[src/rtl/cart_map_pkg.sv]
// rtl/cart_map_pkg.sv - shared types and constants for the cartridge mapper selector
package cart_map_pkg;

   typedef enum logic [1:0] {
      SETTLE = 2'd0,
      LOCKED = 2'd1,
      FAULT  = 2'd2
   } map_state_t;

   localparam int DEFAULT_CH = 0;
   localparam int CH_DSP     = 0;
   localparam int CH_CX4     = 1;
   localparam int CH_SDD1    = 2;
   localparam int CH_GSU     = 3;
   localparam int CH_SA1     = 4;
   localparam int CH_MSU     = 5;

   function automatic int sel_width(input int num_maps);
      return (num_maps > 1) ? $clog2(num_maps) : 1;
   endfunction

endpackage

[src/rtl/cart_map_mux_if.sv]
// rtl/cart_map_mux_if.sv - core-side and mapper-side bus bundle of the mapper selector
interface cart_map_mux_if
   import cart_map_pkg::*;
#(
   parameter int NUM_MAPS = 6,
   parameter int ROM_AW   = 24,
   parameter int BSRAM_AW = 20
);
   localparam int SEL_W = sel_width(NUM_MAPS);

   logic [NUM_MAPS-2:0]          map_active;
   logic [NUM_MAPS-1:0]          ch_has_mem;
   logic [NUM_MAPS*8-1:0]        ch_do;
   logic [NUM_MAPS-1:0]          ch_irq_n;
   logic [NUM_MAPS*ROM_AW-1:0]   ch_rom_addr;
   logic [NUM_MAPS-1:0]          ch_rom_ce_n;
   logic [NUM_MAPS-1:0]          ch_rom_oe_n;
   logic [NUM_MAPS-1:0]          ch_rom_word;
   logic [NUM_MAPS*BSRAM_AW-1:0] ch_bsram_addr;
   logic [NUM_MAPS*8-1:0]        ch_bsram_d;
   logic [NUM_MAPS-1:0]          ch_bsram_ce_n;
   logic [NUM_MAPS-1:0]          ch_bsram_oe_n;
   logic [NUM_MAPS-1:0]          ch_bsram_we_n;

   logic [7:0]                   di;
   logic                         irq_n;
   logic [ROM_AW-1:0]            rom_addr;
   logic                         rom_ce_n;
   logic                         rom_oe_n;
   logic                         rom_word;
   logic [BSRAM_AW-1:0]          bsram_addr;
   logic [7:0]                   bsram_d;
   logic                         bsram_ce_n;
   logic                         bsram_oe_n;
   logic                         bsram_we_n;
   logic [SEL_W-1:0]             map_sel;
   logic                         map_locked;
   logic                         map_fault;

   modport master (
      output map_active, ch_has_mem, ch_do, ch_irq_n, ch_rom_addr, ch_rom_ce_n, ch_rom_oe_n,
             ch_rom_word, ch_bsram_addr, ch_bsram_d, ch_bsram_ce_n, ch_bsram_oe_n, ch_bsram_we_n,
      input  di, irq_n, rom_addr, rom_ce_n, rom_oe_n, rom_word, bsram_addr, bsram_d,
             bsram_ce_n, bsram_oe_n, bsram_we_n, map_sel, map_locked, map_fault
   );

   modport slave (
      input  map_active, ch_has_mem, ch_do, ch_irq_n, ch_rom_addr, ch_rom_ce_n, ch_rom_oe_n,
             ch_rom_word, ch_bsram_addr, ch_bsram_d, ch_bsram_ce_n, ch_bsram_oe_n, ch_bsram_we_n,
      output di, irq_n, rom_addr, rom_ce_n, rom_oe_n, rom_word, bsram_addr, bsram_d,
             bsram_ce_n, bsram_oe_n, bsram_we_n, map_sel, map_locked, map_fault
   );

endinterface

[src/rtl/cart_map_sel_fsm.sv]
// rtl/cart_map_sel_fsm.sv - settle/lock qualification of the one-hot mapper request
module cart_map_sel_fsm
   import cart_map_pkg::*;
#(
   parameter int NUM_MAPS   = 6,
   parameter int SETTLE_CYC = 4,
   parameter int SEL_W      = sel_width(NUM_MAPS)
) (
   input  logic                mclk,
   input  logic                rst,
   input  logic [NUM_MAPS-2:0] map_active,
   output map_state_t          state,
   output logic [SEL_W-1:0]    map_sel,
   output logic                map_locked,
   output logic                map_fault
);
   localparam int AW    = NUM_MAPS - 1;
   localparam int CNT_W = (SETTLE_CYC > 1) ? $clog2(SETTLE_CYC) : 1;
   localparam logic [CNT_W-1:0] CNT_MAX = CNT_W'(SETTLE_CYC - 1);

   map_state_t       state_n;
   logic [AW-1:0]    prev;
   logic [CNT_W-1:0] cnt;
   logic [CNT_W-1:0] cnt_n;
   logic [SEL_W-1:0] sel_n;
   logic [SEL_W-1:0] hot_sel;
   logic             stable;
   logic             multi_hot;

   always_ff @(posedge mclk) begin
      if (rst) begin
         state   <= SETTLE;
         cnt     <= '0;
         map_sel <= '0;
         prev    <= '0;
      end else begin
         state   <= state_n;
         cnt     <= cnt_n;
         map_sel <= sel_n;
         prev    <= map_active;
      end
   end

   always_comb begin
      stable    = (map_active == prev);
      // x & (x-1) clears the lowest set bit; anything left means two or more requests
      multi_hot = |(map_active & (map_active - AW'(1)));
      hot_sel   = '0;
      for (int i = 0; i < AW; i++) begin
         if (map_active[i]) hot_sel = SEL_W'(i + 1);
      end

      state_n = state;
      cnt_n   = cnt;
      sel_n   = map_sel;
      case (state)
         SETTLE: begin
            if (!stable) begin
               cnt_n = '0;
            end else if (cnt == CNT_MAX) begin
               cnt_n = '0;
               if (multi_hot) begin
                  state_n = FAULT;
                  sel_n   = SEL_W'(DEFAULT_CH);
               end else begin
                  state_n = LOCKED;
                  sel_n   = hot_sel;
               end
            end else begin
               cnt_n = cnt + CNT_W'(1);
            end
         end
         LOCKED, FAULT: begin
            if (!stable) begin
               state_n = SETTLE;
               cnt_n   = '0;
            end
         end
         default: begin
            state_n = SETTLE;
            cnt_n   = '0;
         end
      endcase

      map_locked = (state == LOCKED);
      map_fault  = (state == FAULT);
   end

endmodule

[src/rtl/cart_map_mux.sv]
// rtl/cart_map_mux.sv - N-way cartridge mapper output mux; CART_IRQ_SHARE_EN ANDs all channel IRQs
module cart_map_mux
   import cart_map_pkg::*;
#(
   parameter int NUM_MAPS   = 6,
   parameter int ROM_AW     = 24,
   parameter int BSRAM_AW   = 20,
   parameter int SETTLE_CYC = 4
) (
   input logic           mclk,
   input logic           rst,
   cart_map_mux_if.slave bus
);
   localparam int SEL_W = sel_width(NUM_MAPS);

   map_state_t       state;
   logic [SEL_W-1:0] sel;
   logic             locked;
   logic             fault;
   logic             active;
   int               d_ch;
   int               m_ch;

   cart_map_sel_fsm #(
      .NUM_MAPS   (NUM_MAPS),
      .SETTLE_CYC (SETTLE_CYC),
      .SEL_W      (SEL_W)
   ) u_sel_fsm (
      .mclk       (mclk),
      .rst        (rst),
      .map_active (bus.map_active),
      .state      (state),
      .map_sel    (sel),
      .map_locked (locked),
      .map_fault  (fault)
   );

   always_comb begin
      active = (state == LOCKED) || (state == FAULT);
      d_ch   = int'(sel);
      // memory-less mappers still need the default mapper's ROM/BSRAM behind them
      m_ch   = bus.ch_has_mem[sel] ? int'(sel) : DEFAULT_CH;

      bus.map_sel    = sel;
      bus.map_locked = locked;
      bus.map_fault  = fault;
      bus.di         = 8'h00;
      bus.irq_n      = 1'b1;
      bus.rom_addr   = '0;
      bus.rom_ce_n   = 1'b1;
      bus.rom_oe_n   = 1'b1;
      bus.rom_word   = 1'b0;
      bus.bsram_addr = '0;
      bus.bsram_d    = 8'h00;
      bus.bsram_ce_n = 1'b1;
      bus.bsram_oe_n = 1'b1;
      bus.bsram_we_n = 1'b1;

      if (active) begin
         bus.di         = bus.ch_do[d_ch*8 +: 8];
`ifdef CART_IRQ_SHARE_EN
         bus.irq_n      = &bus.ch_irq_n;
`else
         bus.irq_n      = bus.ch_irq_n[sel];
`endif
         bus.rom_addr   = bus.ch_rom_addr[m_ch*ROM_AW +: ROM_AW];
         bus.rom_ce_n   = bus.ch_rom_ce_n[m_ch];
         bus.rom_oe_n   = bus.ch_rom_oe_n[m_ch];
         bus.rom_word   = bus.ch_rom_word[m_ch];
         bus.bsram_addr = bus.ch_bsram_addr[m_ch*BSRAM_AW +: BSRAM_AW];
         bus.bsram_d    = bus.ch_bsram_d[m_ch*8 +: 8];
         bus.bsram_ce_n = bus.ch_bsram_ce_n[m_ch];
         bus.bsram_oe_n = bus.ch_bsram_oe_n[m_ch];
         bus.bsram_we_n = bus.ch_bsram_we_n[m_ch];
      end
   end

endmodule

[src/flat_wrapper.sv]
// flat-port wrapper written by rule: the top's interface ports become plain ports
module cart_map_mux_flat import cart_map_pkg::*;
#(
   parameter int NUM_MAPS   = 6,
   parameter int ROM_AW     = 24,
   parameter int BSRAM_AW   = 20,
   parameter int SETTLE_CYC = 4
)
  (mclk, rst, bus_map_active, bus_ch_has_mem, bus_ch_do, bus_ch_irq_n, bus_ch_rom_addr, bus_ch_rom_ce_n, bus_ch_rom_oe_n, bus_ch_rom_word, bus_ch_bsram_addr, bus_ch_bsram_d, bus_ch_bsram_ce_n, bus_ch_bsram_oe_n, bus_ch_bsram_we_n, bus_di, bus_irq_n, bus_rom_addr, bus_rom_ce_n, bus_rom_oe_n, bus_rom_word, bus_bsram_addr, bus_bsram_d, bus_bsram_ce_n, bus_bsram_oe_n, bus_bsram_we_n, bus_map_sel, bus_map_locked, bus_map_fault);
  cart_map_mux_if #(.NUM_MAPS(NUM_MAPS), .ROM_AW(ROM_AW), .BSRAM_AW(BSRAM_AW)) bus_i ();
  input logic mclk;
  input logic rst;
  input wire logic [$bits(bus_i.map_active)-1:0] bus_map_active;
  input wire logic [$bits(bus_i.ch_has_mem)-1:0] bus_ch_has_mem;
  input wire logic [$bits(bus_i.ch_do)-1:0] bus_ch_do;
  input wire logic [$bits(bus_i.ch_irq_n)-1:0] bus_ch_irq_n;
  input wire logic [$bits(bus_i.ch_rom_addr)-1:0] bus_ch_rom_addr;
  input wire logic [$bits(bus_i.ch_rom_ce_n)-1:0] bus_ch_rom_ce_n;
  input wire logic [$bits(bus_i.ch_rom_oe_n)-1:0] bus_ch_rom_oe_n;
  input wire logic [$bits(bus_i.ch_rom_word)-1:0] bus_ch_rom_word;
  input wire logic [$bits(bus_i.ch_bsram_addr)-1:0] bus_ch_bsram_addr;
  input wire logic [$bits(bus_i.ch_bsram_d)-1:0] bus_ch_bsram_d;
  input wire logic [$bits(bus_i.ch_bsram_ce_n)-1:0] bus_ch_bsram_ce_n;
  input wire logic [$bits(bus_i.ch_bsram_oe_n)-1:0] bus_ch_bsram_oe_n;
  input wire logic [$bits(bus_i.ch_bsram_we_n)-1:0] bus_ch_bsram_we_n;
  output wire logic [$bits(bus_i.di)-1:0] bus_di;
  output wire logic [$bits(bus_i.irq_n)-1:0] bus_irq_n;
  output wire logic [$bits(bus_i.rom_addr)-1:0] bus_rom_addr;
  output wire logic [$bits(bus_i.rom_ce_n)-1:0] bus_rom_ce_n;
  output wire logic [$bits(bus_i.rom_oe_n)-1:0] bus_rom_oe_n;
  output wire logic [$bits(bus_i.rom_word)-1:0] bus_rom_word;
  output wire logic [$bits(bus_i.bsram_addr)-1:0] bus_bsram_addr;
  output wire logic [$bits(bus_i.bsram_d)-1:0] bus_bsram_d;
  output wire logic [$bits(bus_i.bsram_ce_n)-1:0] bus_bsram_ce_n;
  output wire logic [$bits(bus_i.bsram_oe_n)-1:0] bus_bsram_oe_n;
  output wire logic [$bits(bus_i.bsram_we_n)-1:0] bus_bsram_we_n;
  output wire logic [$bits(bus_i.map_sel)-1:0] bus_map_sel;
  output wire logic [$bits(bus_i.map_locked)-1:0] bus_map_locked;
  output wire logic [$bits(bus_i.map_fault)-1:0] bus_map_fault;
  assign bus_i.map_active = bus_map_active;
  assign bus_i.ch_has_mem = bus_ch_has_mem;
  assign bus_i.ch_do = bus_ch_do;
  assign bus_i.ch_irq_n = bus_ch_irq_n;
  assign bus_i.ch_rom_addr = bus_ch_rom_addr;
  assign bus_i.ch_rom_ce_n = bus_ch_rom_ce_n;
  assign bus_i.ch_rom_oe_n = bus_ch_rom_oe_n;
  assign bus_i.ch_rom_word = bus_ch_rom_word;
  assign bus_i.ch_bsram_addr = bus_ch_bsram_addr;
  assign bus_i.ch_bsram_d = bus_ch_bsram_d;
  assign bus_i.ch_bsram_ce_n = bus_ch_bsram_ce_n;
  assign bus_i.ch_bsram_oe_n = bus_ch_bsram_oe_n;
  assign bus_i.ch_bsram_we_n = bus_ch_bsram_we_n;
  assign bus_di = bus_i.di;
  assign bus_irq_n = bus_i.irq_n;
  assign bus_rom_addr = bus_i.rom_addr;
  assign bus_rom_ce_n = bus_i.rom_ce_n;
  assign bus_rom_oe_n = bus_i.rom_oe_n;
  assign bus_rom_word = bus_i.rom_word;
  assign bus_bsram_addr = bus_i.bsram_addr;
  assign bus_bsram_d = bus_i.bsram_d;
  assign bus_bsram_ce_n = bus_i.bsram_ce_n;
  assign bus_bsram_oe_n = bus_i.bsram_oe_n;
  assign bus_bsram_we_n = bus_i.bsram_we_n;
  assign bus_map_sel = bus_i.map_sel;
  assign bus_map_locked = bus_i.map_locked;
  assign bus_map_fault = bus_i.map_fault;
  cart_map_mux #(.NUM_MAPS(NUM_MAPS), .ROM_AW(ROM_AW), .BSRAM_AW(BSRAM_AW), .SETTLE_CYC(SETTLE_CYC)) u_core (.mclk(mclk), .rst(rst), .bus(bus_i));
endmodule
[config.mk]
export PLATFORM = sky130hd
export DESIGN_NAME = cart_map_mux_flat
export DESIGN_NICKNAME = d
export VERILOG_FILES = /design/src/rtl/cart_map_pkg.sv /design/src/rtl/cart_map_mux_if.sv /design/src/rtl/cart_map_sel_fsm.sv /design/src/rtl/cart_map_mux.sv /design/src/flat_wrapper.sv
export SDC_FILE = /design/constraint.sdc
export NUM_CORES = 1
export LEC_CHECK = 0
export CAP_MARGIN = 0
export CORE_AREA = 2 2 187 189
export DETAILED_ROUTE_END_ITERATION = 7
export DIE_AREA = 0 0 189 191
export GPL_TIMING_DRIVEN = 0
export HOLD_SLACK_MARGIN = 0.06
export RECOVER_POWER = 50
export SLEW_MARGIN = 10
export SYNTH_ARGS = -nofsm -noshare
export SYNTH_HDL_FRONTEND = slang
export SYNTH_SLANG_ARGS = --single-unit
[constraint.sdc]
create_clock -name mclk -period 5.27 [get_ports mclk]
set_clock_uncertainty 0.15 [all_clocks]
set_input_delay 0.527 -clock mclk [delete_from_list [all_inputs] [get_ports mclk]]
set_output_delay 0.527 -clock mclk [all_outputs]
set_load 0.02 [all_outputs]
### After elaboration in Yosys (flattened, before gate mapping)

Index checks and enable logic that the tools add are counted.

| word-level totals | value |
|---|---|
| register bits | 12 |
| input bits | 415 |

| operators by class | value |
|---|---|
| reduce and logical (&&, ||, !) cells | 6 |
| mux-type cells | 48 |
| magnitude comparators | 2 |
| bitwise operators | 1 |
| $add $sub $neg | 2 |
| shift-type cells | 4 |
| equality and inequality tests | 7 |
| multiply operators | 2 |

Operators by type and width:

| kind | number |
|---|---|
| variable part select 144 x 32 -> 24 bit | 1 |
| variable part select 120 x 32 -> 20 bit | 1 |
| variable part select 48 x 32 -> 8 bit | 1 |
| variable part select 48 x 7 -> 8 bit | 1 |
| < comparator 32 x 5 -> 1 bit (second input constant) | 1 |
| multiplier 32 x 3 -> 29 bit (second input constant) | 1 |
| multiplier 32 x 4 -> 30 bit (second input constant) | 1 |
| binary-select mux 1 bit (select 3 bit) | 8 |
| 2-to-1 mux 24 bit | 1 |
| 2-to-1 mux 1 bit | 22 |
| 2-to-1 mux 20 bit | 1 |
| 2-to-1 mux 3 bit | 6 |
| 2-to-1 mux 8 bit | 2 |
| 2-to-1 mux 2 bit | 6 |
| one-hot mux 2 bit (2 select lines) | 2 |
| inequality test 2 bit (second input constant) | 3 |
| AND reduction 3 bit | 2 |
| bitwise AND 5 bit | 1 |
| == test 5 bit | 1 |
| OR reduction 5 bit | 1 |
| subtractor 5 x 1 -> 5 bit (second input constant) | 1 |
| == test 2 bit (second input constant) | 2 |
| < comparator 3 x 4 -> 1 bit (second input constant) | 1 |
| adder 2 x 1 -> 2 bit (second input constant) | 1 |
| other kinds (4) | 4 |

### Logic depth before layout (Yosys ltp)

| logic depth | value |
|---|---|
| word-level depth | 7 |
| mapped depth | 20 |
| gate-level depth less buffers | 13 |

### By module

Synthesis repeated with hierarchy kept, for this count alone.

| unflattened totals | value |
|---|---|
| cells, all modules | 496 |
| area total of the unflattened synthesis | 4,438.0 um2 |

Modules (own cells, without submodules):

| module | area each (um2) | cells an instance | sequential area each (um2) | times used |
|---|---|---|---|---|
| cart_map_mux | 3,707.3 | 420 | 0.0 | 1 |
| cart_map_sel_fsm | 730.7 | 76 | 240.2 | 1 |

### Worst setup path after synthesis

No wires, ideal clock.

| path | value |
|---|---|
| kind | register to output |
| start point | reg u_core.u_sel_fsm.map_sel[0] |
| end point | out bus_rom_addr[10] |
| slack | 0.451 ns |
| stages on the path, launching flop included | 18 |
| path buffers | 8 |
| arrival | 4.142 ns |
| path through | dfxtp_1 buf_4 mux2i_2 nor2_4 buf_2 buf_2 buf_2 ha_1 clkbuf_1 clkbuf_1 and2_1 ha_1 clkbuf_1 clkbuf_1 o221ai_1 a21oi_1 nor3_1 nor3_1 |

| between the ends | value |
|---|---|
| word-level cells in the longest chain between the ends | 6 |

RTL lines:

| element | RTL line | RTL |
|---|---|---|
| start, declared | cart_map_sel_fsm.sv:13 | `output logic [SEL_W-1:0] map_sel,` |
| start signal, assigned | cart_map_sel_fsm.sv:39 | `map_sel <= sel_n;` |
| binary-select mux 1 bit (select 3 bit) | cart_map_mux.sv:42 | `m_ch = bus.ch_has_mem[sel] ? int'(sel) : DEFAULT_CH;` |
| 2-to-1 mux 1 bit (not written as such) | cart_map_mux.sv:42 |  |
| 2-to-1 mux 3 bit * | cart_map_mux.sv:42 |  |
| multiplier 32 x 3 -> 29 bit * | cart_map_mux.sv:66 | `bus.rom_addr = bus.ch_rom_addr[m_ch*ROM_AW +: ROM_AW];` |
| variable part select 144 x 32 -> 24 bit * | cart_map_mux.sv:66 |  |
| 2-to-1 mux 24 bit * | cart_map_mux.sv:59 | `if (active) begin` |
| end, declared | flat_wrapper.sv:28 | `output wire logic [$bits(bus_i.rom_addr)-1:0] bus_rom_addr;` |

Mark *: on every way between the ends. The rest lies on a longest branch, timed or not. The select of a mux whose other input is x is not followed.

### Worst setup path in the final report

| path | value |
|---|---|
| start point | reg u_core.u_sel_fsm.map_sel[2] |
| end point | out bus_bsram_d[4] |

| between the ends | value |
|---|---|
| word-level cells in the longest chain between the ends | 5 |

RTL lines:

| element | RTL line | RTL |
|---|---|---|
| binary-select mux 1 bit (select 3 bit) | cart_map_mux.sv:42 |  |
| 2-to-1 mux 1 bit (not written as such) | cart_map_mux.sv:42 |  |
| 2-to-1 mux 3 bit * | cart_map_mux.sv:42 |  |
| variable part select 48 x 32 -> 8 bit * | cart_map_mux.sv:71 | `bus.bsram_d = bus.ch_bsram_d[m_ch*8 +: 8];` |
| 2-to-1 mux 8 bit * | cart_map_mux.sv:59 |  |
| end, declared | flat_wrapper.sv:33 | `output wire logic [$bits(bus_i.bsram_d)-1:0] bus_bsram_d;` |

Marks and branches as above.

==> impl_results.md <==
* Worst hold slack at 0.398 ns
* Fin crit share at 99.9%
* Fill count at 3445
* Setup crit end kind: output pin
* Clock Latency Late Sink at 0.24 ns
* CTS Root Cell: clkbuf_16
* Synth Register Bits at 12
* PortBufs at 484
* Synthesized Nets at 1648
* Critical path depth at 8
* Req. time, crit path at 4.59 ns
* Post-Route WL at 71600 µm
* Post-synth cell types at 81
* Reg-to-Reg End: u_core.u_sel_fsm.map_sel[1]
* Clk buf depth at 2
* Vias per cell at 6.61
* Worst-path fanout max at 10
* CTS tree: done
* CTS sink count at 12
* Synth-to-Final Area Change at 64.2%
* RR Startpoint: u_core.u_sel_fsm.map_sel[1]
* Global Route Usage Sum at 37.8%
* Vias in the first global route at 14300
* Die Wd at 189 µm
* Final core occ at 45.1%
* H-tree depth at 1
* Min Tclk post-route at 5.26 ns
* Worst VDD drop at 0.0830 mV
* WS Path Type: reg -> out
* Gpl congestion at 1.03
* DRT iter0 DRCs at 1951
* Most frequent cells in the layout: clkdlybuf4s50_1, mux2i_1, nand2_1
* Hold crit path type: reg -> reg
* Fmax at 0.190 GHz
* CORE AREA at 0.0341 mm²
* Max stage delay cell, worst path: clkdlybuf4s15_1
* Tot Pwr at 0.000861 W
* Status: finished, violations left
* Seq/Total Area, Yosys at 2.56%
* First-pass GRT wire length at 100000 µm
* Antenna Nets Post-Route at 0
* CP startpoint: u_core.u_sel_fsm.map_sel[2]
* Hpwl dp at 55300 µm
* Max Slew Vio Count at 0
* Yosys warnings at 0
* Via count at 14500
* RSZ-0062 raised after global routing: false
* Ys async rst share at 0%
* Mapped Avg Cell Area at 7.66 µm²
* Commonest non-fill, non-tap cell in the layout: clkdlybuf4s50_1
* Fin. Hold Viols at 0
* Residual DRC at 2
* Mapped cell area at 0.00938 mm²
* Crit path arrival time at 4.59 ns
* Die area at 0.0361 mm²
* Worst setup margin at 0.00752 ns
* Initial antenna violation count at 4
* Final number of setup-violating endpoints at 0
* Crit path max-delay family: buffers and inverters
* R2r setup slk at 2.63 ns
* Reg area at 241 µm²
* WL/cell at 32.8 µm
* Failing checks: DRC
* WP buf/inv at 4
* Crit path cell chain: buf_4, nand4b_2, clkbuf_1, clkdlybuf4s15_1, o22ai_1, nor4_1, o21a_1, clkdlybuf4s50_1
* Hold-fix buffers, CTS at 0
* Clk slew on worst S/H paths at 0.04 ns
* Largest net degree at the start of global routing at 20
* Pleak at 5.41 nW
* Synthesized instance count at 1224
* DIE HEIGHT at 191 µm
* I/O Pins at 487
* Critical Path Sink: bus_bsram_d[4]
* CP max stage delay at 0.93 ns
* Nets at 2154
* Max_slew headroom at 14.1%
* CTS Buf Count at 3
* CP startpoint kind: flip-flop
* Synth Flop Type: dfxtp_1
* Setup WS pre-CTS at -2.35 ns
* Layout cell share with drive strength beyond 1 at 14.1%
* Multi-input logic area at 0.00860 mm²
* TritonRoute pass-1 iters at 8
* Pwr/cell area at 55.9 mW/mm²
* Max_cap viols at 0
* Grt total ovfl at 0
* R2R depth at 5
* Starting Density at 27.5%
* Worst slew pin tran at 1.27 ns
* Number of synthesized flops with an enable pin at 0
* Row count at 68
==> worst register-to-register path, stage by stage, from the launching register on <==
cell and delay [ns]:
dfxtp_1 0.39, buf_6 0.16, clkbuf_1 0.67, clkbuf_1 0.91
mux2i_1 0.16, nor2_1 0.12
==> per-stage QoR <==
stage / cells / TNS, ns / area [µm²]
global placement: 2163 / -79.66 / 14800
CTS: 2183 / 0 / 15400
detailed placement: 2163 / -76.57 / 14800
finish: 2186 / 0 / 15400
floorplan: 1224 / 0 / 9380
global route: 2186 / 0 / 15400
==> per-layer routing <==
metal	wire length, µm	up-vias	share of wire, %	track usage, %
li1	-	5935	-	-
met1	26200	6859	37	46.2
met2	31200	1351	44	59.7
met3	9850	310	14	11.7
met4	4310	4	6.0	19.4
met5	28	-	0.039	0
==> registers in the layout, indices dropped and copies added, names as in the netlist <==
signal,count
u_core.u_sel_fsm.map_sel,3
u_core.u_sel_fsm.prev,5
u_core.u_sel_fsm.cnt,2
u_core.u_sel_fsm.state,2
==> final cells by class <==
cell class	count	area share (%)
Clock buffer	4	0.577
Sequential cell	12	1.57
Buffer	116	5.17
Antenna cell	2	0.0325
Inverter	27	0.748
Tap cell	455	3.70
Multi-Input combinational cell	1061	55.9
Timing Repair Buffer	509	32.3
==> timing repair <==
action | CTS | global route
setup buffers | 20 | 5
gates resized for setup | 178 | 36
pin swaps | 10 | 4
endpoints found under the setup margin | 44 | 33
hold endpoints to repair | 0 | 0
==> Yosys cell counts, drive strengths merged (24+ instances only) <==
cell,instances,area [µm²]
o21ai,60,304
clkbuf,60,225
o221ai,24,210
buf,64,464
o22ai,81,507
mux4,56,1270
nor2,73,282
nand2,118,443
a221oi,28,245
nor3,32,160
inv,25,98.8
a21oi,58,305
nand3,31,155
mux2i,229,2300
==> where the power goes <==
part / internal (W) / switching [W]
registers: 0.0000933 / 0.000000985
clock network: 0.000115 / 0.0000404
logic: 0.000372 / 0.000240
==> kinds of logic (layout without fill, tap and decap cells) <==
logic type | count (synthesis) | count (layout) | share of synthesized area (%)
AOI/OAI and AO/OA | 406 | 406 | 30.4
xor gates and xnor gates | 9 | 9 | 0.840
adders and majority gates | 10 | 10 | 1.31
buffers and inverters | 151 | 656 | 8.48
DFF | 12 | 12 | 2.56
muxes | 290 | 290 | 38.6
other | 0 | 2 | 0
and+or+nand+nor | 346 | 346 | 17.8
==> worst min path at each step <==
stage	startpoint	to	depth (start not counted)
floorplan	u_core.u_sel_fsm.cnt[1]	u_core.u_sel_fsm.cnt[1]	2
global placement	u_core.u_sel_fsm.cnt[1]	u_core.u_sel_fsm.cnt[1]	2
detailed placement	u_core.u_sel_fsm.cnt[0]	u_core.u_sel_fsm.cnt[0]	2
CTS	u_core.u_sel_fsm.cnt[1]	u_core.u_sel_fsm.cnt[1]	2
global route	u_core.u_sel_fsm.cnt[0]	u_core.u_sel_fsm.cnt[0]	2
finish	u_core.u_sel_fsm.cnt[0]	u_core.u_sel_fsm.cnt[0]	2
Note: power is estimated with default switching activity, not from simulation.
